<file path="src/rtl/merge_rr_arb32_pkg.sv">
// Shared constants and types for the 32-way round-robin merge arbiter.
// Optional feature macro used by this slice: MERGE_ARB_COUNT_EN (transfer counter).
package merge_arb_pkg;

    localparam int N_REQ      = 32;
    localparam int IDX_W      = 5;
    localparam int XFER_CNT_W = 16;

    typedef enum logic [1:0] {
        IDLE,
        SEND,
        RELEASE
    } arb_state_t;

endpackage

</file>
<file path="src/rtl/merge_rr_arb32_if.sv">
// Bundle of request/acknowledge and downstream valid/ready signals of the merge arbiter.
// The master modport is the arbiter side; the slave modport is the requester/downstream side.
// With MERGE_ARB_COUNT_EN defined the bundle also carries the completed-transfer count.
interface merge_rr_arb32_if #(
    parameter int DATA_WIDTH = 32
);
    import merge_arb_pkg::*;

    logic [N_REQ-1:0]            i_req;
    logic [N_REQ*DATA_WIDTH-1:0] i_data;
    logic [N_REQ-1:0]            o_free;
    logic [N_REQ-1:0]            o_grant;
    logic [IDX_W-1:0]            o_grant_idx;
    logic                        o_valid;
    logic                        i_ready;
    logic [DATA_WIDTH-1:0]       o_data;
`ifdef MERGE_ARB_COUNT_EN
    logic [XFER_CNT_W-1:0]       o_xfer_cnt;

    modport master (
        input  i_req, i_data, i_ready,
        output o_free, o_grant, o_grant_idx, o_valid, o_data, o_xfer_cnt
    );

    modport slave (
        output i_req, i_data, i_ready,
        input  o_free, o_grant, o_grant_idx, o_valid, o_data, o_xfer_cnt
    );
`else
    modport master (
        input  i_req, i_data, i_ready,
        output o_free, o_grant, o_grant_idx, o_valid, o_data
    );

    modport slave (
        output i_req, i_data, i_ready,
        input  o_free, o_grant, o_grant_idx, o_valid, o_data
    );
`endif

endinterface

</file>
<file path="src/rtl/merge_rr_arb32_pick.sv">
// Combinational round-robin picker: finds the first request at or above ptr,
// wrapping from 31 to 0, by searching a doubled copy of the request vector.
module rr_pick32
    import merge_arb_pkg::*;
(
    input  logic [N_REQ-1:0] req,
    input  logic [IDX_W-1:0] ptr,
    output logic [N_REQ-1:0] grant,
    output logic [IDX_W-1:0] idx,
    output logic             any
);

    logic [2*N_REQ-1:0] doubled;
    logic [N_REQ-1:0]   rotated;
    logic [IDX_W-1:0]   offset;

    assign doubled = {req, req};
    assign rotated = N_REQ'(doubled >> ptr);

    // Lowest set bit of the rotated window is the distance from ptr to the winner
    always_comb begin
        offset = '0;
        for (int i = N_REQ - 1; i >= 0; i--) begin
            if (rotated[i]) begin
                offset = IDX_W'(i);
            end
        end
    end

    assign any   = |req;
    assign idx   = ptr + offset;
    assign grant = any ? (N_REQ'(1) << idx) : '0;

endmodule

</file>
<file path="src/rtl/merge_rr_arb32.sv">
// 32-way round-robin arbiter and data merge. One requester at a time is granted,
// its data registered and offered downstream on valid/ready, then acknowledged
// with a return-to-zero free pulse. All outputs come straight from registers.
// Optional: define MERGE_ARB_COUNT_EN to add the 16-bit completed-transfer counter.
module merge_rr_arb32
    import merge_arb_pkg::*;
#(
    parameter int DATA_WIDTH = 32
) (
    input  logic             clk,
    input  logic             rst,
    merge_rr_arb32_if.master bus
);

    arb_state_t            state_q, state_d;
    logic [IDX_W-1:0]      ptr_q, ptr_d;
    logic [N_REQ-1:0]      grant_q, grant_d;
    logic [IDX_W-1:0]      idx_q, idx_d;
    logic                  valid_q, valid_d;
    logic [N_REQ-1:0]      free_q, free_d;
    logic [DATA_WIDTH-1:0] data_q, data_d;

    logic [N_REQ-1:0]      pick_grant;
    logic [IDX_W-1:0]      pick_idx;
    logic                  pick_any;
    logic [DATA_WIDTH-1:0] win_data;

    rr_pick32 u_pick (
        .req   (bus.i_req),
        .ptr   (ptr_q),
        .grant (pick_grant),
        .idx   (pick_idx),
        .any   (pick_any)
    );

    assign win_data = bus.i_data[pick_idx*DATA_WIDTH +: DATA_WIDTH];

    // Next-state and next-output decisions for the grant/send/release sequence
    always_comb begin
        state_d = state_q;
        ptr_d   = ptr_q;
        grant_d = grant_q;
        idx_d   = idx_q;
        valid_d = valid_q;
        free_d  = free_q;
        data_d  = data_q;
        unique case (state_q)
            IDLE: begin
                if (pick_any) begin
                    data_d  = win_data;
                    grant_d = pick_grant;
                    idx_d   = pick_idx;
                    valid_d = 1'b1;
                    state_d = SEND;
                end
            end
            SEND: begin
                if (valid_q && bus.i_ready) begin
                    valid_d = 1'b0;
                    free_d  = grant_q;
                    ptr_d   = idx_q + IDX_W'(1);
                    state_d = RELEASE;
                end
            end
            RELEASE: begin
                if (!bus.i_req[idx_q]) begin
                    free_d  = '0;
                    grant_d = '0;
                    state_d = IDLE;
                end
            end
            default: begin
                state_d = IDLE;
            end
        endcase
    end

    // State, pointer and output registers; reset discards any transfer in flight
    always_ff @(posedge clk or posedge rst) begin
        if (rst) begin
            state_q <= IDLE;
            ptr_q   <= '0;
            grant_q <= '0;
            idx_q   <= '0;
            valid_q <= 1'b0;
            free_q  <= '0;
            data_q  <= '0;
        end else begin
            state_q <= state_d;
            ptr_q   <= ptr_d;
            grant_q <= grant_d;
            idx_q   <= idx_d;
            valid_q <= valid_d;
            free_q  <= free_d;
            data_q  <= data_d;
        end
    end

    assign bus.o_free      = free_q;
    assign bus.o_grant     = grant_q;
    assign bus.o_grant_idx = idx_q;
    assign bus.o_valid     = valid_q;
    assign bus.o_data      = data_q;

`ifdef MERGE_ARB_COUNT_EN
    logic [XFER_CNT_W-1:0] xfer_cnt_q;

    // Count every downstream handshake, wrapping naturally at the counter width
    always_ff @(posedge clk or posedge rst) begin
        if (rst) begin
            xfer_cnt_q <= '0;
        end else if (valid_q && bus.i_ready) begin
            xfer_cnt_q <= xfer_cnt_q + 1'b1;
        end
    end

    assign bus.o_xfer_cnt = xfer_cnt_q;
`endif

endmodule
</file>
<file path="src/flat_wrapper.sv">
// flat-port wrapper written by rule: the top's interface ports become plain ports
module merge_rr_arb32_flat import merge_arb_pkg::*;
#(
    parameter int DATA_WIDTH = 32
)
  (clk, rst, bus_i_req, bus_i_data, bus_i_ready, bus_o_free, bus_o_grant, bus_o_grant_idx, bus_o_valid, bus_o_data);
  merge_rr_arb32_if #(.DATA_WIDTH(DATA_WIDTH)) bus_i ();
  input  logic clk;
  input  logic rst;
  input wire logic [$bits(bus_i.i_req)-1:0] bus_i_req;
  input wire logic [$bits(bus_i.i_data)-1:0] bus_i_data;
  input wire logic [$bits(bus_i.i_ready)-1:0] bus_i_ready;
  output wire logic [$bits(bus_i.o_free)-1:0] bus_o_free;
  output wire logic [$bits(bus_i.o_grant)-1:0] bus_o_grant;
  output wire logic [$bits(bus_i.o_grant_idx)-1:0] bus_o_grant_idx;
  output wire logic [$bits(bus_i.o_valid)-1:0] bus_o_valid;
  output wire logic [$bits(bus_i.o_data)-1:0] bus_o_data;
  assign bus_i.i_req = bus_i_req;
  assign bus_i.i_data = bus_i_data;
  assign bus_i.i_ready = bus_i_ready;
  assign bus_o_free = bus_i.o_free;
  assign bus_o_grant = bus_i.o_grant;
  assign bus_o_grant_idx = bus_i.o_grant_idx;
  assign bus_o_valid = bus_i.o_valid;
  assign bus_o_data = bus_i.o_data;
  merge_rr_arb32 #(.DATA_WIDTH(DATA_WIDTH)) u_core (.clk(clk), .rst(rst), .bus(bus_i));
endmodule
</file>
<file path="config.mk">
export PLATFORM = sky130hd
export DESIGN_NAME = merge_rr_arb32_flat
export DESIGN_NICKNAME = d
export VERILOG_FILES = /design/src/rtl/merge_rr_arb32_pkg.sv /design/src/rtl/merge_rr_arb32_if.sv /design/src/rtl/merge_rr_arb32_pick.sv /design/src/rtl/merge_rr_arb32.sv /design/src/flat_wrapper.sv
export SDC_FILE = /design/constraint.sdc
export NUM_CORES = 1
export LEC_CHECK = 0
export CELL_PAD_IN_SITES_DETAIL_PLACEMENT = 1
export CELL_PAD_IN_SITES_GLOBAL_PLACEMENT = 1
export CORE_AREA = 2 2 452 454
export DETAILED_ROUTE_END_ITERATION = 8
export DIE_AREA = 0 0 454 456
export GPL_TIMING_DRIVEN = 0
export PLACE_DENSITY_LB_ADDON = 0.1
export SLEW_MARGIN = 20
export SYNTH_ARGS = -nofsm -noshare
export SYNTH_HDL_FRONTEND = slang
export SYNTH_SLANG_ARGS = --single-unit
</file>
<file path="constraint.sdc">
create_clock -name clk -period 6.8 [get_ports clk]
set_input_delay 0.68 -clock clk [delete_from_list [all_inputs] [get_ports clk]]
set_output_delay 0.68 -clock clk [all_outputs]
set_load 0.01 [all_outputs]
</file>
==> summary.md, run 1 <==
| Metric | Value |
|---|---|
| Core ar. | `0.2017 sq mm` |
| Die Area | `0.2070 sq mm` |
| Worst R2R Setup Slack | `0.16 ns` |
| Placed cells | `5,179` |
| Status | `finished, final reports clean` |
| Clock Tree Buf Depth | `2` |
| Number of global-route vias before repair | `21,810` |
| Post-route DRC | `0` |
| CP arrival | `6.96 ns` |
| Slew margin rel. | `0.2951` |
| Syn nets | `2,404` |
| YS warnings | `0` |
| Pin count of the biggest net entering global routing | `66` |
| RSZ-0062 raised after global routing | `yes` |
| Max_cap viols | `0` |
| PortBufs | `1,160` |
| Filler cells | `23,050` |
| Hold WS | `0.4712 ns` |
| Post-synth EDFFs | `0` |
| Initial antenna violation count | `99` |
| First-pass detailed-route iteration total | `8` |
| GPL Wtd Cong | `1.055` |
| Reg-to-reg endpoint | `u_core.bus.o_data[31]$_DFFE_PP0P_` |
| DP Worst Slack | `-2.796 ns` |
| Clk Latency, worst-skew pair | `0.43 ns` |
| Vias | `20,190` |
| Post-Layout Cell Count | `5,217` |
| Worst Setup Start Kind | `primary input` |
| R2R Path Start | `u_core.ptr_q[3]$_DFFE_PP0P_` |
| Mapped Area | `0.01665 sq mm` |
| CTS tree | `built` |
| Routed wire length | `206,200 um` |
| CTS root buf | `clkbuf_16` |
| HP Start | `u_core.bus.o_free[26]$_DFFE_PP0P_` |
| Fin. Hold Viols | `0` |
| Peak fanout along the critical path | `11` |
| Setup violators final | `0` |
| Ys async rst share | `1.000` |
| First-pass GRT wire length | `257,500 um` |
| Seq cells post-synth | `109` |
| Hold endpoint | `u_core.bus.o_free[26]$_DFFE_PP0P_` |
| Final worst path period need | `6.709 ns` |
| Clk slew on worst S/H paths | `0.10 ns` |
| Initial Util | `0.08257` |
| Unique masters post-synth | `73` |
| Synth Flop Type | `dfrtp_1` |
| Htree depth | `3` |
| Setup ws final | `0.09079 ns` |
| Worst Skew | `0.02897 ns` |
| X dimension of the die | `454 um` |
| Detail Route Antenna Nets | `0` |
| DP HPWL | `185,400 um` |
| Worst hold path depth | `2` |
| Synth Area per Inst | `12.47 sq um` |
| Share of layout cells above drive strength 1 | `0.2537` |
| GRT Total Usage | `0.1935` |
| Initial DRC Count | `1,482` |
| DR WL/cell | `39.53 um` |
| CTS Hold Bufs | `0` |
| Global route overflow | `0` |
| Post-synthesis sequential area ratio | `0.1638` |
| Cells on worst reg2reg path | `24` |
| HP Class | `flop to flop` |
| Cells after Synth | `1,336` |
| CP Capture Type | `flop` |
| I/O pin count | `1,161` |
| Critical Path RT | `7.05 ns` |
| CP Class | `primary input to flop` |
| Die Height | `456 um` |
| CTS sink count | `109` |
| CTS buffer count | `9` |
| Vias/cell | `3.870` |
| Max Slew Vio Count | `0` |
| Final Cycle Share | `0.9866` |
| Rows | `165` |
| Fmax | `149.0 MHz` |
| Area grow syn2layout | `97.53%` |
| Post-layout nets | `3,590` |
| Worst Tran Pin Value | `1.057 ns` |
cells in the final DEF (no fill, tap or decap), types with 8 or more instances in the layout:
| cell type | n |
|---|---|
| inv_1 | 8 |
| dfrtp_1 | 109 |
| nor2b_1 | 12 |
| nor4_1 | 12 |
| buf_16 | 9 |
| buf_6 | 16 |
| nand2_1 | 140 |
| clkbuf_1 | 45 |
| a22o_1 | 10 |
| mux4_2 | 409 |
| nand3_1 | 47 |
| clkdlybuf4s50_1 | 1155 |
| nand3b_1 | 32 |
| clkbuf_16 | 14 |
| buf_4 | 9 |
| diode_2 | 18 |
| clkbuf_4 | 19 |
| mux2_2 | 43 |
| mux2i_1 | 26 |
| buf_2 | 23 |
| o21ai_0 | 27 |
| a21oi_1 | 11 |
| o21ai_1 | 49 |
| nor3_1 | 9 |
| a31oi_1 | 32 |
| clkbuf_2 | 41 |
| nor2_1 | 62 |
synth_stat cells (all sizes together) (4+ instances only):
library cell / count / area share
nand2b: 6 / 0.0023
buf: 59 / 0.019
xnor2: 4 / 0.0021
and2: 7 / 0.0026
ha: 8 / 0.0060
a211oi: 6 / 0.0027
a22o: 10 / 0.0053
nor4: 12 / 0.0045
a21o: 5 / 0.0023
nor3: 10 / 0.0037
xor2: 4 / 0.0021
nand3: 48 / 0.014
nand3b: 32 / 0.014
nor2: 63 / 0.014
and3: 4 / 0.0015
clkbuf: 114 / 0.026
o21ai: 80 / 0.024
dfrtp: 109 / 0.16
nand2: 140 / 0.032
a222oi: 5 / 0.0030
mux2i: 29 / 0.017
mux4: 409 / 0.55
a21oi: 14 / 0.0044
inv: 11 / 0.0025
a31oi: 32 / 0.012
o211ai: 4 / 0.0018
nor2b: 12 / 0.0045
a221oi: 4 / 0.0029
mux2: 43 / 0.029
layout make-up:
class | count | area [sq um] | share of cell area
Inverter | 12 | 53.80 | 0.001636
Timing Repair Buffer | 1176 | 11930 | 0.3627
Tap cell | 2672 | 3343 | 0.1016
Sequential cell | 109 | 2728 | 0.08292
Antenna cell | 18 | 45.04 | 0.001369
Multi-Input combinational cell | 1042 | 13270 | 0.4033
Clock buffer | 9 | 225.2 | 0.006846
Clock inverter | 7 | 96.34 | 0.002929
Buffer | 172 | 1205 | 0.03663
through the flow:
step                        util  setup TNS [ns]  instance area [sq um]
after CTS                 0.1623               0                  32730
after global routing      0.1630        -0.08071                  32870
after global placement    0.1567         -207.49                  31610
final                     0.1631               0                  32900
after detailed placement  0.1585         -151.11                  31960
after floorplan                -               0                  16650
per-layer routing:
layer	track usage	vias to the layer above	share of wire
met2	0.3702	1045	0.54
met4	0.03859	8	0.029
met1	0.2223	10900	0.38
met3	0.03150	204	0.052
li1	-	8039	-
met5	0	-	0.00023
how the worst max path moves through the flow:
stage	startpoint	to	slack, ns	depth (start not counted)
after floorplan	u_core.ptr_q[3]$_DFFE_PP0P_	u_core.bus.o_data[30]$_DFFE_PP0P_	0.28	22
after global placement	u_core.ptr_q[3]$_DFFE_PP0P_	u_core.bus.o_data[30]$_DFFE_PP0P_	-4.02	22
after detailed placement	u_core.ptr_q[3]$_DFFE_PP0P_	u_core.bus.o_data[31]$_DFFE_PP0P_	-2.80	22
after CTS	u_core.ptr_q[3]$_DFFE_PP0P_	u_core.bus.o_data[12]$_DFFE_PP0P_	0.0005	24
after global routing	bus_i_req[28]	u_core.bus.o_data[12]$_DFFE_PP0P_	-0.02	22
final	bus_i_req[12]	u_core.bus.o_data[31]$_DFFE_PP0P_	0.09	19
cell families (layout without fill, tap and decap cells):
logic type | count (synthesis) | after routing | synth area share
multiplexers | 481 | 481 | 0.5996
AND/OR/NAND/NOR | 352 | 352 | 0.1023
AO/OA/AOI/OAI | 192 | 192 | 0.07528
buffers and inverters | 185 | 1376 | 0.04763
flip-flops | 109 | 109 | 0.1638
adder cells (fa/ha/maj) | 9 | 9 | 0.007213
XOR/XNOR | 8 | 8 | 0.004207
other | 0 | 18 | 0
worst max-delay path, stage by stage:
cell	delay, ns
clkdlybuf4s50_1	0.44
clkbuf_1	0.35
mux4_2	0.56
mux4_2	0.55
mux2_2	0.30
nor2b_1	0.13
or4_1	0.39
a31o_2	0.25
a41o_1	0.19
a21oi_1	0.18
ha_2	0.22
inv_1	0.06
fa_2	0.61
clkbuf_16	0.24
buf_2	0.47
mux4_2	0.43
mux4_2	0.60
o21ai_2	0.16
a31oi_1	0.12
sequential cells by signal, indices dropped and copies added, names as in the netlist:
register	flops
u_core.bus.o_data	32
u_core.bus.o_free	32
u_core.bus.o_grant	32
u_core.bus.o_grant_idx	5
u_core.bus.o_valid	1
u_core.ptr_q	5
u_core.state_q	2
what timing repair did:
action / CTS / global route
endpoints found under the setup margin: 69 / 58
pin swaps: 2 / 2
cloned: 0 / 0
gates resized for setup: 136 / 68
buffers inserted: 3 / 2
Power of run 1 is left out: the tool's default activity adds up to more than one toggle a clock period on the data nets, which glitch-free logic cannot reach.
==> run 2, diff against run 1 <==
- CORE_AREA: 2 2 452 454 -> 2 2 449 451
- DIE_AREA: 0 0 454 456 -> 0 0 451 453
- clock period: 6.8 -> 7.95 ns (I/O delays scaled with it)
==> summary.md, run 2 (same netlist as run 1, synthesis figures left out) <==
| Metric | Value |
|---|---|
| Clk slew on worst S/H paths | `0.10 ns` |
| Area grow syn2layout | `94.87%` |
| Worst Skew | `0.01701 ns` |
| I/O pin count | `1,161` |
| Slew margin rel. | `0.2051` |
| Max_cap viols | `0` |
| Core ar. | `0.1992 sq mm` |
| Most common cell after layout, fill and taps aside | `clkdlybuf4s50_1` |
| GPL Wtd Cong | `1.041` |
| Share of layout cells above drive strength 1 | `0.2374` |
| Met1 Use GR | `0.2104` |
| CTS root buf | `clkbuf_16` |
| GR peak layer | `met2` |
| CTS tree | `built` |
| GRT Total Usage | `0.1901` |
| PortBufs | `1,160` |
| First-pass detailed-route iteration total | `6` |
| Clk Latency, worst-skew pair | `0.42 ns` |
| Clock Tree Buf Depth | `2` |
| CTS sink count | `109` |
| Met3 Usage GRT | `0.04518` |
| RSZ-0062 raised after global routing | `no` |
| Max Slew Vio Count | `0` |
| CTS buffer count | `9` |
| Status | `finished, final reports clean` |
| Worst Setup Start Kind | `flop` |
| Buf/Inv on CP | `9` |
| Vias | `19,780` |
| CP arrival | `7.84 ns` |
| Critical path origin | `u_core.ptr_q[3]$_DFFE_PP0P_` |
| Commonest non-fill, non-tap cells in the layout | `1,160 x clkdlybuf4s50_1, 409 x mux4_2, 140 x nand2_1` |
| Pin count of the biggest net entering global routing | `73` |
| Initial DRC Count | `1,357` |
| Htree depth | `3` |
| Peak fanout along the critical path | `11` |
| Initial antenna violation count | `110` |
| Critical Path RT | `8.22 ns` |
| CP max stage cell | `mux4_2` |
| Placed cells | `5,163` |
| Setup ws final | `0.3874 ns` |
| Global route overflow | `0` |
| Final worst path period need | `7.563 ns` |
| X dimension of the die | `451 um` |
| Final core occ | `0.1629` |
| Initial Util | `0.08358` |
| Worst Tran Pin Value | `1.192 ns` |
| Fin. Hold Viols | `0` |
| DP HPWL | `181,000 um` |
| Top delay family on crit path | `buffers and inverters` |
| HP Class | `flop to flop` |
| DP Worst Slack | `-1.669 ns` |
| Number of global-route vias before repair | `21,620` |
| First-pass GRT wire length | `250,700 um` |
| Post-route DRC | `0` |
| Critical path's largest stage delay | `0.74 ns` |
| Vias/cell | `3.804` |
| DR WL/cell | `38.71 um` |
| Total negative slack | `0 ns` |
| CP Class | `flop to flop` |
| HP Start | `u_core.bus.o_free[18]$_DFFE_PP0P_` |
| Post-layout nets | `3,586` |
| CTS Hold Bufs | `0` |
| Setup violators final | `0` |
| Rows | `164` |
| Die Height | `453 um` |
| CP Capture Type | `flop` |
| Met2 usage | `0.3706` |
| Fmax | `132.2 MHz` |
| Final Cycle Share | `0.9513` |
| Routed wire length | `201,300 um` |
| Ordered list of cells on the worst path | `clkbuf_2, clkbuf_4, buf_2, buf_4, buf_4, buf_4, mux2_2, mux4_2, o21ai_1, a21oi_1, or4_1, a41o_1, a21oi_1, ha_1, clkbuf_1, clkbuf_2, buf_2, mux4_2, mux4_2, o21ai_1, a31oi_1` |
| Post-Layout Cell Count | `5,200` |
| R2R Path Start | `u_core.ptr_q[3]$_DFFE_PP0P_` |
| Detail Route Antenna Nets | `0` |
| Die Area | `0.2043 sq mm` |
[run 2: cell count changes in the layout (fill, tap and decap cells not counted), sizes merged]
cell           previous run  this run
buf                      69        64
clkbuf                  124       125
clkdlybuf4s50          1155      1160
clkinv                    4         5
diode                    18        21
dlygate4sd2               2         0
dlymetal6s2s              3         0
inv                      15        14
[run 2: per-layer routing]
layer  part of all wire  wire [um]  vias up
met1               0.36      72810    10520
met3              0.065      13150      211
met5             0.0015        297        -
met2               0.55     111500      992
li1                   -          -     8011
met4              0.018       3545       42
[run 2: what timing repair did]
| item | CTS | global route |
|---|---|---|
| setup buffers | 0 | 0 |
| setup endpoints to repair | 67 | 33 |
| gates resized for setup | 53 | 15 |
[run 2: area by class of cell]
type	instances	area, sq um
tap	2656	3323
clock inverter	7	93.84
buffer	173	932.1
sequential	109	2728
antenna	21	52.55
clock buffer	9	225.2
timing repair buffer	1171	11860
inverter	12	52.55
multi-input combinational	1042	13180
fill	22770	166800
[run 2: through the flow]
stage | area (sq um) | hold WS, ns
floorplan | 16650 | 0.4890
global placement | 31590 | 0.4672
detailed placement | 31910 | 0.4623
CTS | 32380 | 0.4826
global route | 32410 | 0.5085
finish | 32450 | 0.4745
[run 2: tightest hold or removal path, stage by stage (launching register included)]
cell and delay [ns]:
dfrtp_1 0.34, nand2_1 0.05, nand2_1 0.05
[run 2: final timing paths]
kind | slack [ns] | cells past startpoint | endpoint
worst max-delay path | 0.39 | 21 | u_core.bus.o_data[10]$_DFFE_PP0P_
worst min-delay path | 0.47 | 2 | u_core.bus.o_free[18]$_DFFE_PP0P_
worst max register to register | 0.39 | 21 | u_core.bus.o_data[10]$_DFFE_PP0P_
worst min register to register | 0.47 | 2 | u_core.bus.o_free[18]$_DFFE_PP0P_
max in group asynchronous | 6.40 | 3 | u_core.bus.o_data[31]$_DFFE_PP0P_
min in group asynchronous | 0.80 | 2 | u_core.bus.o_free[2]$_DFFE_PP0P_
Power of run 2 is left out for the same reason.
==> run 3, diff against run 2 <==
- ABC_AREA: default -> 1
- CORE_AREA: 2 2 449 451 -> 2 2 453 455
- DIE_AREA: 0 0 451 453 -> 0 0 455 457
==> summary.md, run 3 <==
| Metric | Value |
|---|---|
| Status | `finished, final reports clean` |
| Worst Skew | `0.03090 ns` |
| Fin. Hold Viols | `0` |
| Critical Path RT | `8.27 ns` |
| Final Cycle Share | `0.9554` |
| Cells after Synth | `2,517` |
| I/O pin count | `1,161` |
| Vias/cell | `3.865` |
| CTS tree | `built` |
| Filler cells | `24,480` |
| Final instance area | `0.03087 sq mm` |
| First-pass GRT wire length | `294,900 um` |
| Post-synthesis sequential area ratio | `0.1890` |
| YS warnings | `0` |
| Post-synth EDFFs | `0` |
| Max Slew Vio Count | `0` |
| Post-Synth XOR/XNOR Area | `0.003035` |
| DP Worst Slack | `-1.851 ns` |
| Setup violators final | `0` |
| Core ar. | `0.2033 sq mm` |
| Mapped Area | `0.01443 sq mm` |
| CP arrival | `7.91 ns` |
| Most common cell after layout, fill and taps aside | `clkdlybuf4s50_1` |
| Global route overflow | `0` |
| CTS sink count | `109` |
| Post-route DRC | `0` |
| Ys async rst share | `1.000` |
| Max_cap viols | `0` |
| Peak fanout along the critical path | `10` |
| Top cells by area, synth | `nand2_1 24%, dfrtp_1 19%, a22oi_1 10%` |
| Clock Tree Buf Depth | `2` |
| GPL Wtd Cong | `0.8774` |
| CTS Hold Bufs | `0` |
| Critical path origin | `bus_i_req[11]` |
| Synth Flop Type | `dfrtp_1` |
| Share of layout cells above drive strength 1 | `0.07068` |
| Crit path top cell by count | `nand2_1` |
| Largest family of logic cells by synthesized area | `simple AND/OR/NAND/NOR gates` |
| CP Class | `primary input to flop` |
| Unique masters post-synth | `45` |
| Post-Synth Simple-Gate Area | `0.4248` |
| CP max stage cell | `nand4_1` |
| First-pass detailed-route iteration total | `5` |
| Final core occ | `0.1518` |
| Setup ws final | `0.3549 ns` |
| GRT Total Usage | `0.2187` |
| Commonest non-fill, non-tap cells in the layout | `1,138 x clkdlybuf4s50_1, 923 x nand2_1, 194 x nand4_1` |
| Rows | `166` |
| Cells on worst reg2reg path | `51` |
| Hold endpoint | `u_core.bus.o_free[25]$_DFFE_PP0P_` |
| Initial DRC Count | `1,471` |
| Die Area | `0.2079 sq mm` |
| Worst hold path depth | `2` |
| Reg-to-reg endpoint | `u_core.bus.o_data[11]$_DFFE_PP0P_` |
| Area grow syn2layout | `113.9%` |
| DP HPWL | `211,200 um` |
| Post-synth top cells | `927 x nand2_1, 228 x a21oi_1, 194 x nand4_1` |
| Buf/Inv on CP | `6` |
| Critical path's largest stage delay | `0.70 ns` |
| Synth top area share | `0.2411` |
| Htree depth | `3` |
| Top delay family on crit path | `simple AND/OR/NAND/NOR gates` |
| Pin count of the biggest net entering global routing | `79` |
| Dpl cell area | `0.02974 sq mm` |
| Slew margin rel. | `0.1777` |
| Top-count cell post-synth | `nand2_1` |
| Seq cells post-synth | `109` |
| Final worst path period need | `7.595 ns` |
| Adder-cell share of the synthesized area | `0.008324` |
| Syn nets | `3,585` |
| Worst R2R Setup Slack | `0.47 ns` |
| X dimension of the die | `455 um` |
| HP Class | `flop to flop` |
| Fmax | `131.7 MHz` |
| Synth area leader | `nand2_1` |
| HP Start | `u_core.bus.o_free[25]$_DFFE_PP0P_` |
| Synth Area per Inst | `5.733 sq um` |
| Post-layout nets | `4,770` |
| Worst Setup Start Kind | `primary input` |
| CP Capture Type | `flop` |
| Vias | `24,850` |
| Synth Area in Compound Gates | `0.2887` |
| Initial antenna violation count | `146` |
| CTS buffer count | `9` |
| Clk slew on worst S/H paths | `0.12 ns` |
| Worst Tran Pin Value | `1.233 ns` |
| Number of global-route vias before repair | `26,880` |
| R2R Path Start | `u_core.ptr_q[1]$_DFFE_PP0P_` |
| Clk Latency, worst-skew pair | `0.41 ns` |
| CTS root buf | `clkbuf_16` |
| Die Height | `457 um` |
| Initial Util | `0.07097` |
| DR WL/cell | `36.66 um` |
| Routed wire length | `235,600 um` |
| PortBufs | `1,160` |
| Multiplexer share of the synthesized area | `0.003468` |
| Detail Route Antenna Nets | `0` |
## run 3: cell types whose count changed after synthesis, sizes merged, moves of 130 or more
cell,change
mux4,-409
nand3,+130
a22oi,+189
nand4,+191
a21oi,+214
nand2,+790
## run 3: worst max path at each step
| stage | end | slack (ns) | depth (start not counted) |
|---|---|---|---|
| after floorplan | u_core.bus.o_data[18]$_DFFE_PP0P_ | 2.80 | 50 |
| after detailed placement | u_core.bus.o_data[11]$_DFFE_PP0P_ | -1.85 | 45 |
| after global placement | u_core.bus.o_data[23]$_DFFE_PP0P_ | -3.27 | 44 |
| after CTS | u_core.bus.o_data[13]$_DFFE_PP0P_ | 0.0001 | 49 |
| final | u_core.bus.o_data[11]$_DFFE_PP0P_ | 0.35 | 50 |
| after global routing | u_core.bus.o_data[11]$_DFFE_PP0P_ | -0.02 | 47 |
## run 3: metal layers
layer	GRT usage	wire length, um
met1	0.2596	95560
met3	0.04765	14370
met5	0	552
met4	0.02776	3672
met2	0.4055	121500
## run 3: layout make-up
| class | count | area [sq um] | share of cell area |
|---|---|---|---|
| Buffer | 221 | 1111 | 0.03599 |
| Timing Repair Buffer | 1175 | 11980 | 0.3881 |
| Antenna cell | 33 | 82.58 | 0.002675 |
| Inverter | 63 | 251.5 | 0.008147 |
| Multi-Input combinational cell | 2123 | 11050 | 0.3580 |
| Tap cell | 2688 | 3363 | 0.1089 |
| Sequential cell | 109 | 2728 | 0.08836 |
| Clock buffer | 9 | 225.2 | 0.007296 |
| Clock inverter | 7 | 76.32 | 0.002472 |
## run 3: kinds of logic after synthesis
group,count (synthesis)
AOI/OAI and AO/OA,675
xor gates and xnor gates,5
adders and majority gates,9
buffers and inverters,285
DFF,109
muxes,5
and+or+nand+nor,1429
## run 3: repair_timing
item	4_1_cts	5_1_grt
buffers inserted	0	2
pin swaps	8	13
endpoints found under the setup margin	49	33
resized for setup	122	123
## run 3: worst reg2reg max path, delay by kind of cell (launching register included)
kind	cells	cell delay [ns]
and+or+nand+nor	36	3.19
buffers and inverters	8	1.54
AOI/OAI and AO/OA	5	1.42
adders and majority gates	2	0.82
DFF	1	0.44
## run 3: through the flow
stage	hold WS, ns	cells	TNS [ns]
after floorplan	0.4782	2517	0
after global placement	0.4925	6365	-151.63
after detailed placement	0.4946	6377	-63.96
after CTS	0.5221	6393	0
after global routing	0.5425	6406	-0.02793
final	0.5162	6428	0
Power of run 3 is left out for the same reason.
